<file path="src/rtl/my_operand_fetch.sv">
// Operand-fetch stage: decodes register sources, reads the regfile, forwards
// write-back data, tracks outstanding destinations in a busy scoreboard and
// hands a one-entry operand bundle to the execute unit.
module my_operand_fetch #(
  parameter int unsigned DW      = 16,
  parameter int unsigned AW      = 4,
  parameter logic [3:0]  NOWB_OP = 4'hF
) (
  input  logic          clk,
  input  logic          rst,
  input  logic          in_valid,
  output logic          in_ready,
  input  logic [15:0]   in_instr,
  output logic [AW-1:0] n1,
  output logic [AW-1:0] n2,
  input  logic [DW-1:0] rd1,
  input  logic [DW-1:0] rd2,
  input  logic          wb_en,
  input  logic [AW-1:0] wb_addr,
  input  logic [DW-1:0] wb_data,
  output logic          out_valid,
  input  logic          out_ready,
  output logic [3:0]    out_op,
  output logic [AW-1:0] out_rd,
  output logic [DW-1:0] out_a,
  output logic [DW-1:0] out_b
);

  localparam int unsigned NREG = 2 ** AW;

  logic [3:0]      op;
  logic [AW-1:0]   rd_f;
  logic [AW-1:0]   rs1;
  logic [AW-1:0]   rs2;
  logic            fwd1;
  logic            fwd2;
  logic            hz1;
  logic            hz2;
  logic            hazard;
  logic            accept;
  logic            issue;
  logic [DW-1:0]   opa;
  logic [DW-1:0]   opb;
  logic [NREG-1:0] busy;
  logic [NREG-1:0] busy_next;

  // Instruction field decode; read addresses go straight to the regfile.
  always_comb begin
    op   = in_instr[15:12];
    rd_f = AW'(in_instr[11:8]);
    rs1  = AW'(in_instr[7:4]);
    rs2  = AW'(in_instr[3:0]);
  end

  assign n1 = rs1;
  assign n2 = rs2;

  // Source hazards; a source being written back this cycle is forwarded instead.
  always_comb begin
    fwd1   = wb_en && (wb_addr == rs1);
    fwd2   = wb_en && (wb_addr == rs2);
    hz1    = (rs1 != '0) && busy[rs1] && !fwd1;
    hz2    = (rs2 != '0) && busy[rs2] && !fwd2;
    hazard = in_valid && (hz1 || hz2);
  end

  // Operand select: r0 is hard zero, then write-back forward, then regfile.
  always_comb begin
    if (rs1 == '0)  opa = '0;
    else if (fwd1)  opa = wb_data;
    else            opa = rd1;
    if (rs2 == '0)  opb = '0;
    else if (fwd2)  opb = wb_data;
    else            opb = rd2;
  end

  // Handshake: the output slot must be free (or draining) and no hazard pending.
  always_comb begin
    in_ready = (!out_valid || out_ready) && !hazard;
    accept   = in_valid && in_ready;
    issue    = accept && (op != NOWB_OP) && (rd_f != '0);
  end

  // Scoreboard update: write-back clears, issue sets, and set wins on a collision.
  always_comb begin
    busy_next = busy;
    if (wb_en) busy_next[wb_addr] = 1'b0;
    if (issue) busy_next[rd_f]    = 1'b1;
    busy_next[0] = 1'b0;
  end

  // Busy scoreboard register.
  always_ff @(posedge clk or posedge rst) begin
    if (rst) busy <= '0;
    else     busy <= busy_next;
  end

  // One-entry output bundle: load on accept, drop valid on a drain-only cycle.
  always_ff @(posedge clk or posedge rst) begin
    if (rst) begin
      out_valid <= 1'b0;
      out_op    <= '0;
      out_rd    <= '0;
      out_a     <= '0;
      out_b     <= '0;
    end else if (accept) begin
      out_valid <= 1'b1;
      out_op    <= op;
      out_rd    <= rd_f;
      out_a     <= opa;
      out_b     <= opb;
    end else if (out_valid && out_ready) begin
      out_valid <= 1'b0;
    end
  end

endmodule

</file>
<file path="config.mk">
export PLATFORM = sky130hd
export DESIGN_NAME = my_operand_fetch
export DESIGN_NICKNAME = d
export VERILOG_FILES = /design/src/rtl/my_operand_fetch.sv
export SDC_FILE = /design/constraint.sdc
export NUM_CORES = 1
export LEC_CHECK = 0
export ABC_AREA = 1
export CAP_MARGIN = 30
export CORE_MARGIN = 2
export CORE_UTILIZATION = 40
export CTS_CLUSTER_DIAMETER = 150
export DETAILED_ROUTE_END_ITERATION = 7
export MAX_ROUTING_LAYER = met4
export PLACE_DENSITY_LB_ADDON = 0.25
export SYNTH_ARGS = -nofsm -noshare
export SYNTH_HDL_FRONTEND = slang
export SYNTH_SLANG_ARGS = --single-unit
</file>
<file path="constraint.sdc">
create_clock -name clk -period 2.34 [get_ports clk]
set_clock_uncertainty 0.05 [all_clocks]
set_input_delay 0.702 -clock clk [delete_from_list [all_inputs] [get_ports clk]]
set_output_delay 0.702 -clock clk [all_outputs]
set_load 0.005 [all_outputs]
</file>
* Yosys cells after proc, flatten, opt, wreduce, memory -nomap -nowiden *
Cells that the tools add are included.

operators by class
  reductions and logical operators = 26
  equality and inequality tests = 3
  bitwise gates (word level) = 3
  mux-type cells = 16
  $lt $le $gt $ge = 6

operator list
  kind                  number
  $mux W16              6
  $lt A4 B5 Y1 const B  4
  $and A16 B16 Y16      1
  $not A16 Y16          1
  $or A16 B16 Y16       1
  $logic_and A1 B1 Y1   14
  $reduce_bool A4 Y1    3
  $bmux W1 S4           2
  $demux W1 S4          2
  $eq A4 B4 Y1          2
  $ge A4 B1 Y1 const B  2
  $logic_not A4 Y1      2
  $mux W1               6
  $logic_not A1 Y1      4
  $ne A4 B4 Y1 const B  1
  $logic_or A1 B1 Y1    2
  $reduce_bool A2 Y1    1

storage, ports and cells
  logic and storage cells = 60
  input bits = 73
  output and inout bits = 50
  bits in registers = 56

* Depth between registers and ports, before layout *
Gate-level depths: netlist of the first run.

  depth in word-level cells = 12
  gate-level depth with buffers = 14
  depth with buffers taken out = 12

* Worst setup path after synthesis of the first run *
Ideal clock, no wire load.

  kind = input-to-output
  from = in in_instr[4]
  to = out in_ready
  data required time = 1.588 ns
  stages = 8
  setup slack = 0.050 ns
  arrival time = 1.538 ns
  path buffers = 1
  path through = buf_4 -> inv_4 -> o22ai_1 -> nor2_1 -> nand4_2 -> nand2_2 -> nand2_1 -> a21oi_1

between the ends
  cells in the longest elaborated chain, start to end = 8
  elaborated cells on any way between the ends = 12
  those cells by class = eq/ne (1); mux (2); reduce/logical (9)

ends and longest elaborated chain
  what                                                                         RTL line  text
  start, declared                                                              13        input logic [15:0] in_instr,
  $bmux W1 S4 / $eq A4 B4 Y1 (equally long branches)                           62, 60
  $mux W1 (implied by the code) / $logic_and A1 B1 Y1 (equally long branches)  62, 60
  $logic_and A1 B1 Y1 / $logic_not A1 Y1 (equally long branches)               62        hz1 = (rs1 != '0) && busy[rs1] && !fwd1;
  $logic_and A1 B1 Y1 *                                                        62
  $logic_or A1 B1 Y1 *                                                         64        hazard = in_valid && (hz1 || hz2);
  $logic_and A1 B1 Y1 *                                                        64
  $logic_not A1 Y1 *                                                           79        in_ready = (!out_valid || out_ready) && !hazard;
  $logic_and A1 B1 Y1 *                                                        79
  end, declared                                                                12        output logic in_ready,

Mark *: on every way between the ends. The rest lies on a longest branch, timed or not. The select of a mux whose other input is x is not followed.

* Final worst setup path of the first run *
Ends and elaborated chain as after synthesis.

==> run metrics, run 1 <==
Peak VDD IR 0.000324 V; max cap viols 0; post-synthesis cell count 501; CP Launch Type input pin; mapped cell area 3470 µm²; Power Dens Cells 661 nW/µm²; per-cell routed wire length 14.6 µm; R2R depth 12; Max Fanout on Critical Path 5; Die W 97.1 µm; failing checks negative setup slack; vias 3,710; Die H 97.1 µm; share of the synthesized area in the top cell type 40.4%; Hold Path Depth 2; gr usage total 24.1%; post-synthesis cell type count 27; clock buffer depth 2; status finished with violations; multi-input logic area 1760 µm²; crit path kind in2out; Final min period 2500 ps; Syn Area/Cell 6.93 µm²; crit path cell chain buf_6 -> buf_8 -> inv_8 -> o22ai_2 -> nor2_1 -> nand4_2 -> nand2_2 -> nand2_1 -> a21oi_1 -> buf_2; TritonCTS clock tree built; Clock Pin Slew Worst Setup and Hold Paths 100 ps; EDFF count, synth 0; worst-margin pin slew 309 ps; area growth from synthesis to layout 49.1%; row count 33; Clock Latency Late Sink 300 ps; largest net degree at the start of global routing 57; synth top area cells dfrtp_1, nand2_1, nand3_1; Post-synth top flop dfrtp_1; ANT nets after route 0; Levels on crit path 10; Crit-path slowest cell nor2_1; grt total ovfl 0; Setup WS pre-CTS -960 ps; #FFs+latches synth 56; I/O pin total 123; drt drc 0; TritonCTS Buffers 5; CP required 1590 ps; core area 8300 µm²; most common cell in the synthesized netlist nand2_1; initial antenna violation count 0; net count after synthesis 574; Sequential Area 1400 µm²; Final Cycle Share 107%; fmax 401 MHz; Die ar. 9440 µm²; RSZ-0062 raised after global routing yes; final hold violations 0; LEAKAGE 2.70 nW; ys async rst share 100%; Initial DRT Pass Iterations 4; hold_buf cts 0; H-tree depth 2; Hold WS 438 ps; first-pass GRT wire length 18.3 mm; ant diodes 0; WP buf/inv 4; Final Worst Setup Slack -155 ps; share of layout cells above drive strength 1 16.0%; vias per cell 4.96; commonest cells in the netlist nand2_1, dfrtp_1, inv_1; clock sinks 56; crit path DAT 1740 ps; PortBufs 122; Filler cells 754; Total Wirelength 10.9 mm; DR iter-0 viols 242; setup TNS -155 ps; Synth area leader dfrtp_1; Initial Util 41.8%; fin nets 715; GPL Wtd Cong 1.02; HP Class reg2reg; synth warn 0; Slew Viols, Final 0; CTS root buffer clkbuf_8; Slew HR 79.1%; Worst path max stage delay 140 ps; setup violators final 1; crit-path leading delay family simple AND/OR/NAND/NOR gates; sequential fraction of the synthesis area 40.4%; DP HPWL 8.13 mm; vias in the first global route 3,811; Setup crit end kind output port
==> per-stage QoR <==
stage	area (µm²)	cells	total power, mW	utilization [%]
after floorplan	3470	501	1.96	-
after global placement	4930	733	2.75	59.4
after detailed placement	4930	733	2.77	59.4
after CTS	5100	748	3.42	61.5
after global routing	5170	748	3.65	62.3
final	5170	748	3.42	62.3
==> sequential cells by signal, summed over array words and instances, names as in the netlist <==
signal	flops
out_b	16
out_rd	4
out_a	16
busy	15
out_valid	1
out_op	4
==> timing repair <==
| item | CTS | global route |
|---|---|---|
| pin swaps | 12 | 14 |
| gates resized for setup | 74 | 20 |
| setup buffers | 5 | 0 |
| gates cloned | 2 | 0 |
| setup endpoints to repair | 64 | 1 |
==> path summary, 6_finish.rpt <==
| path | from | end | slack, ps |
|---|---|---|---|
| worst min-delay path | out_a[11]$_DFFE_PP0P_ | out_a[11]$_DFFE_PP0P_ | 440 |
| worst min register to register | out_a[11]$_DFFE_PP0P_ | out_a[11]$_DFFE_PP0P_ | 440 |
| worst max-delay path | in_instr[4] | in_ready | -160 |
| worst max register to register | busy[10]$_DFF_PP0_ | busy[12]$_DFF_PP0_ | 390 |
| min in group asynchronous | rst | out_rd[0]$_DFFE_PP0P_ | 690 |
| max in group asynchronous | rst | out_a[7]$_DFFE_PP0P_ | 1290 |
==> worst reg2reg max path, cell delays in order, from the launching register on <==
cell     delay [ps]
dfrtp_1         480
nor2_2          150
nor2_1           60
o21ai_2          70
nand3_2          90
nand3_2          90
nand2_2          50
nand2_2          70
buf_4           120
nand4_4         170
nor2_4          310
nand2_1         110
nand2_1          80
==> logic make-up after synthesis <==
group                     after synthesis  synth area share, %
AOI/OAI and AO/OA                      66                 12.5
xor gates and xnor gates                1                0.252
buffers and inverters                  83                 11.6
DFF                                    56                 40.4
and+or+nand+nor                       295                 35.3
==> routing by layer <==
| layer | vias up | global-route usage [%] | wire length, µm |
|---|---|---|---|
| li1 | 1852 | - | - |
| met1 | 1718 | 31.6 | 4850 |
| met2 | 119 | 40.1 | 5350 |
| met3 | 21 | 2.59 | 529 |
| met4 | 0 | 6.50 | 214 |
| met5 | - | - | 0 |
==> final cells by class <==
| class | instances | share of cell area, % |
|---|---|---|
| repair buffers | 164 | 29.9 |
| flip-flops and latches | 56 | 27.1 |
| inverters | 53 | 4.31 |
| multi-input cells | 362 | 34.0 |
| clock buffers | 5 | 1.33 |
| clock inverters | 3 | 0.822 |
| well taps | 105 | 2.54 |
==> where the power goes <==
part | internal [mW] | leakage (nW) | switching, mW
logic | 0.755 | 1.94 | 0.584
registers | 1.25 | 0.706 | 0.207
clock network | 0.317 | 0.0541 | 0.309
==> cells in the final DEF (no fill, tap or decap), types with 3 or more instances in the layout <==
master	instances
inv_1	41
nor2_4	5
dfrtp_1	56
nand3_1	33
o211a_1	16
o21ai_1	5
a21oi_1	5
o21ai_0	30
nand2_2	8
o31ai_1	3
nor2_1	26
inv_2	7
buf_4	37
nand3_2	7
clkdlybuf4s50_1	108
buf_12	3
buf_2	8
nand2_1	211
clkbuf_8	5
Note: power is estimated with default switching activity, not from simulation.
==> run 2, diff against run 1 <==
--- a/config.mk
+++ b/config.mk
@@ -5,10 +5,9 @@
 export SDC_FILE = /design/constraint.sdc
 export NUM_CORES = 1
 export LEC_CHECK = 0
-export ABC_AREA = 1
 export CAP_MARGIN = 30
 export CORE_MARGIN = 2
-export CORE_UTILIZATION = 40
+export CORE_UTILIZATION = 44
 export CTS_CLUSTER_DIAMETER = 150
 export DETAILED_ROUTE_END_ITERATION = 7
 export MAX_ROUTING_LAYER = met4
==> constraint.sdc (replaced) <==
create_clock -name clk -period 2.4 [get_ports clk]
set_clock_uncertainty 0.05 [all_clocks]
set_input_delay 0.72 -clock clk [delete_from_list [all_inputs] [get_ports clk]]
set_output_delay 0.72 -clock clk [all_outputs]
set_load 0.005 [all_outputs]
==> run metrics, run 2 <==
status finished with violations; failing checks negative setup slack; Sequential Area 1400 µm² (unchanged); Clock Pin Slew Worst Setup and Hold Paths 100 ps (about the same); core area 6790 µm² (-18%); sequential fraction of the synthesis area 45.3% (+4.9 points); Hold Crit Endpoint out_a[0]$_DFFE_PP0P_; fin nets 486 (-32%); Pwr Total 4.86 mW (+42%); R2R depth 9 (-3); Max Fanout on Critical Path 4 (-1); Final Cycle Share 118%; grt total ovfl 0 (unchanged); crit path DAT 2070 ps (+330 ps); Die W 87.8 µm (-9.6%); worst flop-to-flop path endpoint out_b[12]$_DFFE_PP0P_; post-synthesis cell type count 34 (+26%); ys async rst share 100% (unchanged); vias 2,789 (-25%); per-cell routed wire length 18.6 µm (+27%); commonest cells in the netlist dfrtp_1, mux2i_1; crit path kind in2out; setup violators final 41 (+40); crit path launch wb_en; Crit-path slowest cell o41ai_2; CP Launch Type input pin; Synth area leader dfrtp_1; vias in the first global route 2,952 (-23%); LEAKAGE 2.21 nW (-18%); multi-input logic area 1830 µm² (+4.1%); synth top area cells dfrtp_1, mux2i_1, mux2_1; RSZ-0062 raised after global routing yes; net count after synthesis 323 (-44%); clock sinks 56 (unchanged); GPL Wtd Cong 0.918 (-10%); TritonCTS Buffers 5 (unchanged); Final min period 2840 ps; Die H 87.8 µm (-9.6%); most common library cell in the layout ignoring fill and taps clkdlybuf4s50_1; CP required 1630 ps (+40 ps); area growth from synthesis to layout 69.5%; Post-synth top flop dfrtp_1; commonest non-fill, non-tap cells in the layout clkdlybuf4s50_1, dfrtp_1, buf_4; Setup WS pre-CTS -1320 ps (-356 ps); Reg2Reg Launch Point busy[2]$_DFF_PP0_; most common cell in the synthesized netlist dfrtp_1; DP HPWL 6.85 mm (-16%); initial antenna violation count 0 (unchanged); row count 30 (-9.1%); ant diodes 0 (unchanged); I/O pin total 123 (unchanged); CTS root buffer clkbuf_8; share of layout cells above drive strength 1 35.4% (+19 points); Die ar. 7720 µm² (-18%); share of the synthesized area in the top cell type 45.3% (+4.9 points); vias per cell 5.48 (+10%); final hold violations 0 (unchanged); crit path cell chain clkdlybuf4s15_1 -> nand2_1 -> o41ai_2 -> o31a_1 -> o22ai_4 -> a21boi_2 -> buf_2; Top Registers out_a: 16 flops, out_b: 16 flops, busy: 15 flops; Total Wirelength 9.45 mm (-14%); PortBufs 122 (unchanged); Peak VDD IR 0.000570 V (+76%); H-tree depth 2 (unchanged); Hold Path Depth 1 (-1); Syn Area/Cell 12.4 µm² (+79%); worst-margin pin slew 406 ps (+96.2 ps); Final Worst Setup Slack -442 ps (-287 ps); ANT nets after route 0 (unchanged); Initial DRT Pass Iterations 4 (unchanged); Initial Util 45.5% (+3.7 points); max cap viols 0 (unchanged); Filler cells 457 (-39%); largest net degree at the start of global routing 23 (-60%); FF-to-FF setup slack -120 ps (-510 ps); HP Class reg2reg; Worst path max stage delay 380 ps (+240 ps); Hold Path Origin out_a[0]$_DFFE_PP0P_; TritonCTS clock tree built; clock buffer depth 2 (unchanged); #FFs+latches synth 56 (unchanged); Hold WS 458 ps (+19.8 ps); first-pass GRT wire length 14.8 mm (-19%); EDFF count, synth 0 (unchanged); DR iter-0 viols 258 (+6.6%); Slew Viols, Final 0 (unchanged); mapped cell area 3090 µm² (-11%); Power Dens Cells 928 nW/µm² (+40%); gr usage total 26.1% (+2.0 points); fin util 77.2% (+15 points); fmax 352 MHz; drt drc 0 (unchanged); Setup crit end kind output port; synth warn 0 (unchanged); Slew HR 73.0% (-6.2 points); post-synthesis cell count 250 (-50%); Clock Latency Late Sink 310 ps (about the same)
[run 2: kinds of logic after synthesis]
kind of cell	count (synthesis)	synth area share [%]
xor gates and xnor gates	8	2.27
and+or+nand+nor	32	6.07
DFF	56	45.3
buffers and inverters	26	5.50
AOI/OAI and AO/OA	72	19.3
muxes	56	21.6
[run 2: area by class of cell]
cell class | instances | area share [%]
clock buffer | 7 | 1.84
timing repair buffer | 178 | 34.0
multi-input combinational | 168 | 34.9
inverter | 4 | 0.286
sequential | 56 | 26.7
tap | 96 | 2.29
[run 2: metal layers]
| layer | routed length, µm | GRT usage [%] | vias up |
|---|---|---|---|
| met4 | 88 | 5.45 | 0 |
| met1 | 3930 | 33.0 | 1371 |
| met2 | 4820 | 43.9 | 125 |
| met5 | 0 | - | - |
| met3 | 609 | 4.81 | 7 |
| li1 | - | - | 1286 |
[run 2: power by group]
part,switching (mW),internal [mW]
clock,0.298,0.258
sequential,0.347,1.39
combinational,0.868,1.70
total,1.51,3.35
[run 2: timing repair]
item | 4_1_cts | 5_1_grt
endpoints found under the hold margin | 0 | 0
cloned | 2 | 0
hold buffers | 0 | 0
resized for setup | 64 | 27
endpoints found under the setup margin | 65 | 57
pin swaps | 5 | 6
setup buffers | 11 | 4
[run 2: worst max path at each step]
stage | endpoint | slack [ps] | cells after the start
floorplan | in_ready | -510 | 7
global placement | in_ready | -1230 | 7
detailed placement | in_ready | -1320 | 8
CTS | in_ready | -580 | 8
global route | in_ready | -490 | 7
finish | in_ready | -440 | 7
[run 2: stage by stage]
step	area (µm²)	cells	TNS, ps
after floorplan	3300	250	-6580
after global placement	4870	489	-44890
after detailed placement	4870	489	-48410
after CTS	5220	508	-13660
after global routing	5240	509	-10050
final	5240	509	-7520
[run 2: worst max-delay path, delay by kind of cell]
kind / cells / cell delay (ps)
and+or+nand+nor: 1 / 140
buffers and inverters: 2 / 360
AOI/OAI and AO/OA: 4 / 840
